**src/rtl/ysyx_25060166_ifu_if.sv**
```systemverilog
// rtl/ysyx_25060166_ifu_if.sv - fetch unit bus bundle: imem request/response, decode handoff, redirect
// Signals:
//   imem_req_valid/imem_req_ready/imem_addr        word fetch request to instruction memory
//   imem_resp_valid/imem_resp_ready/imem_rdata     fetch response from instruction memory
//   inst_valid/inst_ready/inst/inst_pc             instruction handoff to decode
//   redirect_valid/redirect_target                 jal/jalr redirect pulse from execute
//   fetch_cnt                                      instructions delivered to decode
// Modports: master = fetch unit side, slave = memory/decode/execute side.
interface ysyx_25060166_ifu_if #(
  parameter int unsigned WIDTH = 32
);
  logic             imem_req_valid;
  logic             imem_req_ready;
  logic [WIDTH-1:0] imem_addr;
  logic             imem_resp_valid;
  logic             imem_resp_ready;
  logic [WIDTH-1:0] imem_rdata;
  logic             inst_valid;
  logic             inst_ready;
  logic [WIDTH-1:0] inst;
  logic [WIDTH-1:0] inst_pc;
  logic             redirect_valid;
  logic [WIDTH-1:0] redirect_target;
  logic [WIDTH-1:0] fetch_cnt;

  modport master (
    output imem_req_valid, imem_addr, imem_resp_ready,
    output inst_valid, inst, inst_pc, fetch_cnt,
    input  imem_req_ready, imem_resp_valid, imem_rdata,
    input  inst_ready, redirect_valid, redirect_target
  );

  modport slave (
    input  imem_req_valid, imem_addr, imem_resp_ready,
    input  inst_valid, inst, inst_pc, fetch_cnt,
    output imem_req_ready, imem_resp_valid, imem_rdata,
    output inst_ready, redirect_valid, redirect_target
  );
endinterface

```
**src/rtl/ysyx_25060166_ifu.sv**
```systemverilog
// rtl/ysyx_25060166_ifu.sv - RV32E instruction fetch unit with single outstanding fetch and redirect
// Ports:
//   clk    rising-edge clock
//   rst_n  asynchronous active-low reset
//   bus    ysyx_25060166_ifu_if.master (imem request/response, decode handoff, redirect, fetch_cnt)
module ysyx_25060166_ifu #(
  parameter int unsigned      WIDTH    = 32,
  parameter logic [WIDTH-1:0] RESET_PC = 32'h8000_0000
) (
  input logic                 clk,
  input logic                 rst_n,
  ysyx_25060166_ifu_if.master bus
);

  typedef enum logic [1:0] {
    S_IDLE = 2'd0,
    S_REQ  = 2'd1,
    S_WAIT = 2'd2,
    S_HOLD = 2'd3
  } state_t;

  localparam logic [WIDTH-1:0] ALIGN_MASK = ~WIDTH'(3);

  state_t           r_state;
  logic [WIDTH-1:0] r_pc;
  logic             r_drop;
  logic [WIDTH-1:0] r_inst;
  logic [WIDTH-1:0] r_inst_pc;
  logic [WIDTH-1:0] r_fetch_cnt;

  state_t           w_state_nxt;
  logic [WIDTH-1:0] w_pc_nxt;
  logic             w_drop_nxt;
  logic [WIDTH-1:0] w_inst_nxt;
  logic [WIDTH-1:0] w_inst_pc_nxt;
  logic [WIDTH-1:0] w_fetch_cnt_nxt;
  logic [WIDTH-1:0] w_target;

  assign w_target = bus.redirect_target & ALIGN_MASK;

  always_ff @(posedge clk or negedge rst_n) begin
    if (!rst_n) begin
      r_state     <= S_IDLE;
      r_pc        <= RESET_PC;
      r_drop      <= 1'b0;
      r_inst      <= '0;
      r_inst_pc   <= '0;
      r_fetch_cnt <= '0;
    end else begin
      r_state     <= w_state_nxt;
      r_pc        <= w_pc_nxt;
      r_drop      <= w_drop_nxt;
      r_inst      <= w_inst_nxt;
      r_inst_pc   <= w_inst_pc_nxt;
      r_fetch_cnt <= w_fetch_cnt_nxt;
    end
  end

  always_comb begin
    w_state_nxt     = r_state;
    w_pc_nxt        = r_pc;
    w_drop_nxt      = r_drop;
    w_inst_nxt      = r_inst;
    w_inst_pc_nxt   = r_inst_pc;
    w_fetch_cnt_nxt = r_fetch_cnt;

    case (r_state)
      S_IDLE: begin
        w_state_nxt = S_REQ;
      end

      S_REQ: begin
        if (bus.redirect_valid) begin
          w_pc_nxt = w_target;
          // An accepted request already went out for the old pc; its response is stale.
          if (bus.imem_req_ready) begin
            w_drop_nxt  = 1'b1;
            w_state_nxt = S_WAIT;
          end
        end else if (bus.imem_req_ready) begin
          w_state_nxt = S_WAIT;
        end
      end

      S_WAIT: begin
        if (bus.redirect_valid) begin
          w_pc_nxt = w_target;
          // If the response lands in the same cycle it is consumed here and discarded,
          // so nothing is left to drop.
          if (bus.imem_resp_valid) begin
            w_drop_nxt  = 1'b0;
            w_state_nxt = S_REQ;
          end else begin
            w_drop_nxt = 1'b1;
          end
        end else if (bus.imem_resp_valid) begin
          if (r_drop) begin
            w_drop_nxt  = 1'b0;
            w_state_nxt = S_REQ;
          end else begin
            w_inst_nxt    = bus.imem_rdata;
            w_inst_pc_nxt = r_pc;
            w_state_nxt   = S_HOLD;
          end
        end
      end

      S_HOLD: begin
        if (bus.inst_ready) begin
          // The held instruction is delivered even when it is the jump itself.
          w_fetch_cnt_nxt = r_fetch_cnt + WIDTH'(1);
          w_pc_nxt        = bus.redirect_valid ? w_target : (r_pc + WIDTH'(4));
          w_state_nxt     = S_REQ;
        end else if (bus.redirect_valid) begin
          w_pc_nxt    = w_target;
          w_state_nxt = S_REQ;
        end
      end

      default: begin
        w_state_nxt = S_IDLE;
      end
    endcase
  end

  assign bus.imem_req_valid  = (r_state == S_REQ);
  assign bus.imem_addr       = r_pc & ALIGN_MASK;
  assign bus.imem_resp_ready = (r_state == S_WAIT);
  assign bus.inst_valid      = (r_state == S_HOLD);
  assign bus.inst            = r_inst;
  assign bus.inst_pc         = r_inst_pc;
  assign bus.fetch_cnt       = r_fetch_cnt;

endmodule

```
**src/flat_wrapper.sv**
```systemverilog
// flat-port wrapper written by rule: the top's interface ports become plain ports
module ysyx_25060166_ifu_flat 
#(
  parameter int unsigned      WIDTH    = 32,
  parameter logic [WIDTH-1:0] RESET_PC = 32'h8000_0000
)
  (clk, rst_n, bus_imem_req_valid, bus_imem_addr, bus_imem_resp_ready, bus_inst_valid, bus_inst, bus_inst_pc, bus_fetch_cnt, bus_imem_req_ready, bus_imem_resp_valid, bus_imem_rdata, bus_inst_ready, bus_redirect_valid, bus_redirect_target);
  ysyx_25060166_ifu_if #(.WIDTH(WIDTH)) bus_i ();
  input logic clk;
  input logic rst_n;
  output wire logic [$bits(bus_i.imem_req_valid)-1:0] bus_imem_req_valid;
  output wire logic [$bits(bus_i.imem_addr)-1:0] bus_imem_addr;
  output wire logic [$bits(bus_i.imem_resp_ready)-1:0] bus_imem_resp_ready;
  output wire logic [$bits(bus_i.inst_valid)-1:0] bus_inst_valid;
  output wire logic [$bits(bus_i.inst)-1:0] bus_inst;
  output wire logic [$bits(bus_i.inst_pc)-1:0] bus_inst_pc;
  output wire logic [$bits(bus_i.fetch_cnt)-1:0] bus_fetch_cnt;
  input wire logic [$bits(bus_i.imem_req_ready)-1:0] bus_imem_req_ready;
  input wire logic [$bits(bus_i.imem_resp_valid)-1:0] bus_imem_resp_valid;
  input wire logic [$bits(bus_i.imem_rdata)-1:0] bus_imem_rdata;
  input wire logic [$bits(bus_i.inst_ready)-1:0] bus_inst_ready;
  input wire logic [$bits(bus_i.redirect_valid)-1:0] bus_redirect_valid;
  input wire logic [$bits(bus_i.redirect_target)-1:0] bus_redirect_target;
  assign bus_imem_req_valid = bus_i.imem_req_valid;
  assign bus_imem_addr = bus_i.imem_addr;
  assign bus_imem_resp_ready = bus_i.imem_resp_ready;
  assign bus_inst_valid = bus_i.inst_valid;
  assign bus_inst = bus_i.inst;
  assign bus_inst_pc = bus_i.inst_pc;
  assign bus_fetch_cnt = bus_i.fetch_cnt;
  assign bus_i.imem_req_ready = bus_imem_req_ready;
  assign bus_i.imem_resp_valid = bus_imem_resp_valid;
  assign bus_i.imem_rdata = bus_imem_rdata;
  assign bus_i.inst_ready = bus_inst_ready;
  assign bus_i.redirect_valid = bus_redirect_valid;
  assign bus_i.redirect_target = bus_redirect_target;
  ysyx_25060166_ifu #(.WIDTH(WIDTH), .RESET_PC(RESET_PC)) u_core (.clk(clk), .rst_n(rst_n), .bus(bus_i));
endmodule
```
**config.mk**
```make
export PLATFORM = sky130hd
export DESIGN_NAME = ysyx_25060166_ifu_flat
export DESIGN_NICKNAME = d
export VERILOG_FILES = /design/src/rtl/ysyx_25060166_ifu_if.sv /design/src/rtl/ysyx_25060166_ifu.sv /design/src/flat_wrapper.sv
export SDC_FILE = /design/constraint.sdc
export NUM_CORES = 1
export LEC_CHECK = 0
export CORE_MARGIN = 2
export CORE_UTILIZATION = 47
export DETAILED_ROUTE_END_ITERATION = 12
export GPL_ROUTABILITY_DRIVEN = 1
export PLACE_DENSITY = 0.81
export SYNTH_ARGS = -nofsm -noshare
export SYNTH_HDL_FRONTEND = slang
export SYNTH_SLANG_ARGS = --single-unit
```
**constraint.sdc**
```tcl
create_clock -name clk -period 2.3 [get_ports clk]
set_clock_uncertainty 0.1 [all_clocks]
set_input_delay 0.46 -clock clk [delete_from_list [all_inputs] [get_ports clk]]
set_output_delay 0.46 -clock clk [all_outputs]
set_load 0.01 [all_outputs]
```
==> reports/results.txt, run 1 <==
Status: completed
Post-CTS Setup Inserts: 0
Clk_lat worst skew: 0.42 ns
Worst reg2reg path depth: 6
Max-cap violations: 0
PwrDens: 1198 nW/um^2
Root Buffer Master: clkbuf_16
DP Worst Slack: -0.1999 ns
Total clock sinks: 131
# DRC: 0
Syn Area/Cell: 11.52 sq um
Synth area leader: dfrtp_1
Sequential share of the synthesized area: 0.5203
Post-layout util: 0.7027
Worst r2r src: u_core.r_state[0]
FF-to-FF setup slack: 0.14 ns
I/O Pins: 201
Via density: 5.483
Gr ovfl total: 0
Via count: 5165
Seq cells post-synth: 131
Period utilization: 0.9410
Initial antenna violation count: 0
Largest net degree at the start of global routing: 42
Setup crit start: u_core.r_state[0]
Final Max Slew Viols: 0
Finish-stage setup viols: 0
Die Wd: 119.8 um
Warnings from Yosys: 0
Post-Layout Cell Count: 942
Clk buf depth: 2
Worst slew pin tran: 0.5088 ns
CP endpoint kind: flop
Pleak: 4.059 nW
Critical Path Fanout Max: 29
Ys async rst share: 1.000
Worst-path cell chain: inv_1, ha_2, nor3b_1, and2_4, buf_12, mux2_2
H-tree Lvls: 4
Synthesis-to-layout area growth: 47.07%
GRT Total Usage: 0.2443
Total Wirelength: 16.85 mm
Final hold viol count: 0
Wirelength per Cell: 17.89 um
Placed Instance Area: 8577 sq um
Antenna diodes: 0
Final nets: 830
CP max-delay cell: dfrtp_2
Critical path arrival: 2.36 ns
Post-DP HPWL: 12.25 mm
Power consumption: 11.11 mW
Cell variety after synth: 54
Peak VDD IR: 0.5763 mV
Synth top area share: 0.5162
Top post-synthesis cells by area: dfrtp_1, mux2_2, buf_4
First-pass GRT wire length: 27.58 mm
Critical path class: flop to flop
Die Area: 14350 sq um
Largest stage delay on the critical path: 0.45 ns
Worst r2r dst: u_core.bus.inst[19]
Tmin final: 2.164 ns
Most common cell in the netlist: dfrtp_1
Routability Congestion: 0.8830
Setup TNS: 0 ns
Critical path data required time: 2.50 ns
CORE AREA: 13190 sq um
Worst Setup EP: u_core.bus.inst[19]
Chip Height: 119.8 um
Most common library cells after synthesis: dfrtp_1, mux2_2, buf_4
Post-DRT Antenna Nets: 0
Design area: 9269 sq um
CTS tree: built
Beginning of the worst hold path: u_core.bus.fetch_cnt[31]
Hold WS: 0.3796 ns
RSZ-0062 raised after global routing: false
Worst rel slew slack: 0.6608
DRT Pass-1 Iters: 7
Startpoint Class: flop
Cells after DPL: 909
Worst min-delay path class: flop to flop
Synthesized netlist cell count: 547
Number of I/O port buffers: 196
CTS Buf Count: 17
Initial drt markers: 357
Post-synth EDFFs: 0
Vias in the first global route: 5419
Initial Util: 0.4778
Share of cells above drive strength 1: 0.2245
Synth Flop Type: dfrtp_1
Clock slew at reported path FFs: 0.06 ns
Final setup margin: 0.1356 ns
Fmax: 462.0 MHz
# rows: 42
Synthesized area: 6302 sq um
worst min-delay path by stage:
stage	end	slack, ns	depth (start not counted)
CTS	u_core.bus.fetch_cnt[31]	0.39	1
global route	u_core.bus.fetch_cnt[31]	0.42	1
detailed placement	u_core.bus.fetch_cnt[20]	0.29	1
global placement	u_core.bus.fetch_cnt[18]	0.29	1
finish	u_core.bus.fetch_cnt[31]	0.38	1
floorplan	u_core.bus.fetch_cnt[0]	0.06	0
state kept, by name, indices dropped and copies added, names as in the netlist:
name / flops
u_core.bus.inst: 32
u_core.r_drop: 1
u_core.bus.fetch_cnt: 32
u_core.bus.inst_pc: 32
u_core.r_state: 2
u_core.r_pc: 32
what timing repair did:
action	in CTS	in global routing
hold buffers	1	0
resized for setup	9	2
gates cloned	0	0
endpoints found under the setup margin	3	5
endpoints found under the hold margin	36	0
cells in the final DEF (no fill, tap or decap), types with 4 or more instances in the layout:
cell             count
xor2_1               7
nor3_1               8
mux2i_1             10
xnor2_1             24
o22ai_1             11
mux2_2              66
inv_1                7
nand4_1             22
nand2_1             29
a31oi_1              5
buf_12               6
buf_4               44
dfrtp_1            128
nand3_1             28
o211ai_1             4
nor2_1              17
and4_1               7
ha_1                 4
and2_1               5
clkdlybuf4s50_1    192
o21ai_0             14
bufinv_16            5
and3_1               8
a22oi_1             14
clkbuf_16           17
a21oi_1             19
metal layers:
layer / vias up / share of wire / wire (um) / track usage
li1: 2376 / - / - / -
met1: 2540 / 0.41 / 6939 / 0.3046
met2: 222 / 0.50 / 8406 / 0.4118
met3: 27 / 0.073 / 1225 / 0.06939
met4: 0 / 0.016 / 276 / 0.07721
met5: - / 0 / 0 / 0
kinds of logic after synthesis:
logic type,synth area share
compound gates,0.08617
xor+xnor,0.04308
fa+ha+maj,0.01390
buf+inv,0.06254
flops,0.5204
mux,0.1338
other cells,0.0005950
simple gates,0.1396
critical path: cells and delay by family (launching register included):
| family | cells | cell delay (ns) |
|---|---|---|
| buf+inv | 2 | 0.32 |
| mux | 1 | 0.36 |
| flops | 1 | 0.45 |
| simple gates | 2 | 0.57 |
| fa+ha+maj | 1 | 0.23 |
where the power goes:
group	total, mW	switching, mW	internal [mW]
Sequential	3.71	0.647	3.06
Clock	3.00	1.02	1.98
Combinational	4.40	1.93	2.47
Total	11.1	3.60	7.51
layout make-up:
type / instances / area (sq um)
flip-flops and latches: 131 / 3282
fillers: 910 / 3921
multi-input cells: 348 / 2653
repair buffers: 247 / 2424
well taps: 176 / 220.2
clock buffers: 20 / 456.7
inverters: 8 / 30.03
clock inverters: 12 / 203.9
Power figures use the tool's default switching activity.
==> run 2, diff against run 1 <==
- PLACE_DENSITY: 0.81 -> 0.83
==> run 2 against run 1 <==
  * Cell count shrank 0.32%
  * Critical path depth shrank 4
  * Clock-buffer cell count up 2
  * Power fell by 1.6%
  * Core utilization down 0.48 points
  * Routed wire length fell by 2.2%
  * Largest cell class unchanged
==> reports/results.txt, run 2 (synthesis gave the netlist of run 1 again) <==
Gr ovfl total: 0 (unchanged)
Fmax: 470.6 MHz (+1.8%)
DP Worst Slack: -0.1541 ns (+0.04576 ns)
CORE AREA: 13190 sq um (unchanged)
RSZ-0062 raised after global routing: false
Initial Util: 0.4778 (unchanged)
# rows: 42 (unchanged)
Critical path arrival: 1.57 ns (-0.79 ns)
Total clock sinks: 131 (unchanged)
Final setup margin: 0.1749 ns (+0.03927 ns)
Die Area: 14350 sq um (unchanged)
Via count: 5140 (-0.48%)
Initial drt markers: 425 (+19%)
Max-cap violations: 0 (unchanged)
Synthesis-to-layout area growth: 46.06%
DRT Pass-1 Iters: 5 (-2)
Worst min-delay path class: flop to flop
Post-DRT Antenna Nets: 0 (unchanged)
Status: completed
Worst Hold Depth: 1 (unchanged)
Pleak: 4.040 nW (-0.48%)
Chip Height: 119.8 um (unchanged)
Critical Path Fanout Max: 8 (-72%)
Clk buf depth: 2 (unchanged)
# DRC: 0 (unchanged)
Worst slew pin tran: 0.5318 ns (+0.02298 ns)
Initial antenna violation count: 0 (unchanged)
GRT Total Usage: 0.2361 (-0.008182)
Highest-count cells in the layout ignoring fill and taps: clkdlybuf4s50_1, dfrtp_1, mux2_2
CTS tree: built
Routability Congestion: 0.8432 (-4.5%)
Vias in the first global route: 5152 (-4.9%)
Period utilization: 0.9240 (-0.01707)
Final nets: 827 (-0.36%)
Design area: 9205 sq um (-0.69%)
CP endpoint kind: primary output
Clock slew at reported path FFs: 0.05 ns (about the same)
Tmin final: 2.125 ns (-0.03927 ns)
PwrDens: 1187 nW/um^2 (-0.96%)
Share of cells above drive strength 1: 0.2149 (-0.009602)
Antenna diodes: 0 (unchanged)
Fillers: 945 (+3.8%)
Number of I/O port buffers: 196 (unchanged)
Root Buffer Master: clkbuf_16
Die Wd: 119.8 um (unchanged)
I/O Pins: 201 (unchanged)
Largest net degree at the start of global routing: 58 (+38%)
Worst reg2reg path depth: 6 (unchanged)
Critical path class: flop to primary output
Post-CTS Setup Inserts: 0 (unchanged)
Via density: 5.474 (-0.17%)
Power consumption: 10.92 mW (-1.6%)
Total Wirelength: 16.48 mm (-2.2%)
Startpoint Class: flop
Wirelength per Cell: 17.55 um (-1.9%)
CTS Buf Count: 17 (unchanged)
Worst rel slew slack: 0.6455 (-0.01532)
Peak VDD IR: 0.5195 mV (-9.9%)
Placed Instance Area: 8542 sq um (-0.41%)
Clk_lat worst skew: 0.41 ns (about the same)
Final hold viol count: 0 (unchanged)
Final Max Slew Viols: 0 (unchanged)
Post-DP HPWL: 11.85 mm (-3.2%)
First-pass GRT wire length: 26.70 mm (-3.2%)
Finish-stage setup viols: 0 (unchanged)
Critical path data required time: 1.74 ns (-0.76 ns)
Most common cell after layout, fill and taps aside: clkdlybuf4s50_1
H-tree Lvls: 4 (unchanged)
-- run 2: final timing paths --
check | startpoint | to | slack (ns)
max | u_core.r_pc[4] | bus_imem_addr[4] | 0.17
min | u_core.bus.fetch_cnt[31] | u_core.bus.fetch_cnt[31] | 0.38
max reg2reg | u_core.r_state[0] | u_core.bus.inst_pc[26] | 0.18
min reg2reg | u_core.bus.fetch_cnt[31] | u_core.bus.fetch_cnt[31] | 0.38
max in group asynchronous | rst_n | u_core.r_pc[0] | 0.99
min in group asynchronous | rst_n | u_core.bus.fetch_cnt[17] | 0.48
-- run 2: worst max-delay path, stage by stage, from the launching register on --
cell and delay [ns]:
dfrtp_1 0.41, buf_4 0.20, clkdlybuf4s50_1 0.55
-- run 2: repair_timing --
action	4_1_cts	5_1_grt
endpoints found under the hold margin	52	0
setup endpoints to repair	3	2
hold buffers	1	0
cloned	0	0
gates resized for setup	4	1
-- run 2: final cells by class --
class                   instances  area (sq um)  area share
inverters                       8         30.03    0.003262
flip-flops and latches        131          3279      0.3563
repair buffers                244          2385      0.2591
multi-input cells             348          2639      0.2867
clock buffers                  22         474.2     0.05152
clock inverters                10         177.7     0.01930
well taps                     176         220.2     0.02392
-- run 2: metrics by stage --
stage,util,hold slack (ns),std cells,TNS [ns]
floorplan,-,0.06441,548,0
global placement,0.6476,0.3518,906,-0.5422
detailed placement,0.6476,0.3614,906,-1.670
CTS,0.6977,0.3861,939,0
global route,0.6979,0.4190,939,0
finish,0.6979,0.3839,939,0
-- run 2: power by group --
part / leakage [nW] / switching, mW / internal, mW / total, mW
clock network: 0.320 / 0.962 / 2.00 / 2.96
registers: 1.72 / 0.657 / 3.06 / 3.71
logic: 2.00 / 1.86 / 2.38 / 4.24
-- run 2: routing by layer --
metal / wire, um / global-route usage / vias to the layer above
li1: - / - / 2377
met1: 6895 / 0.2958 / 2504
met2: 8206 / 0.3950 / 225
met3: 986 / 0.05133 / 34
met4: 388 / 0.1022 / 0
met5: 0 / 0 / -
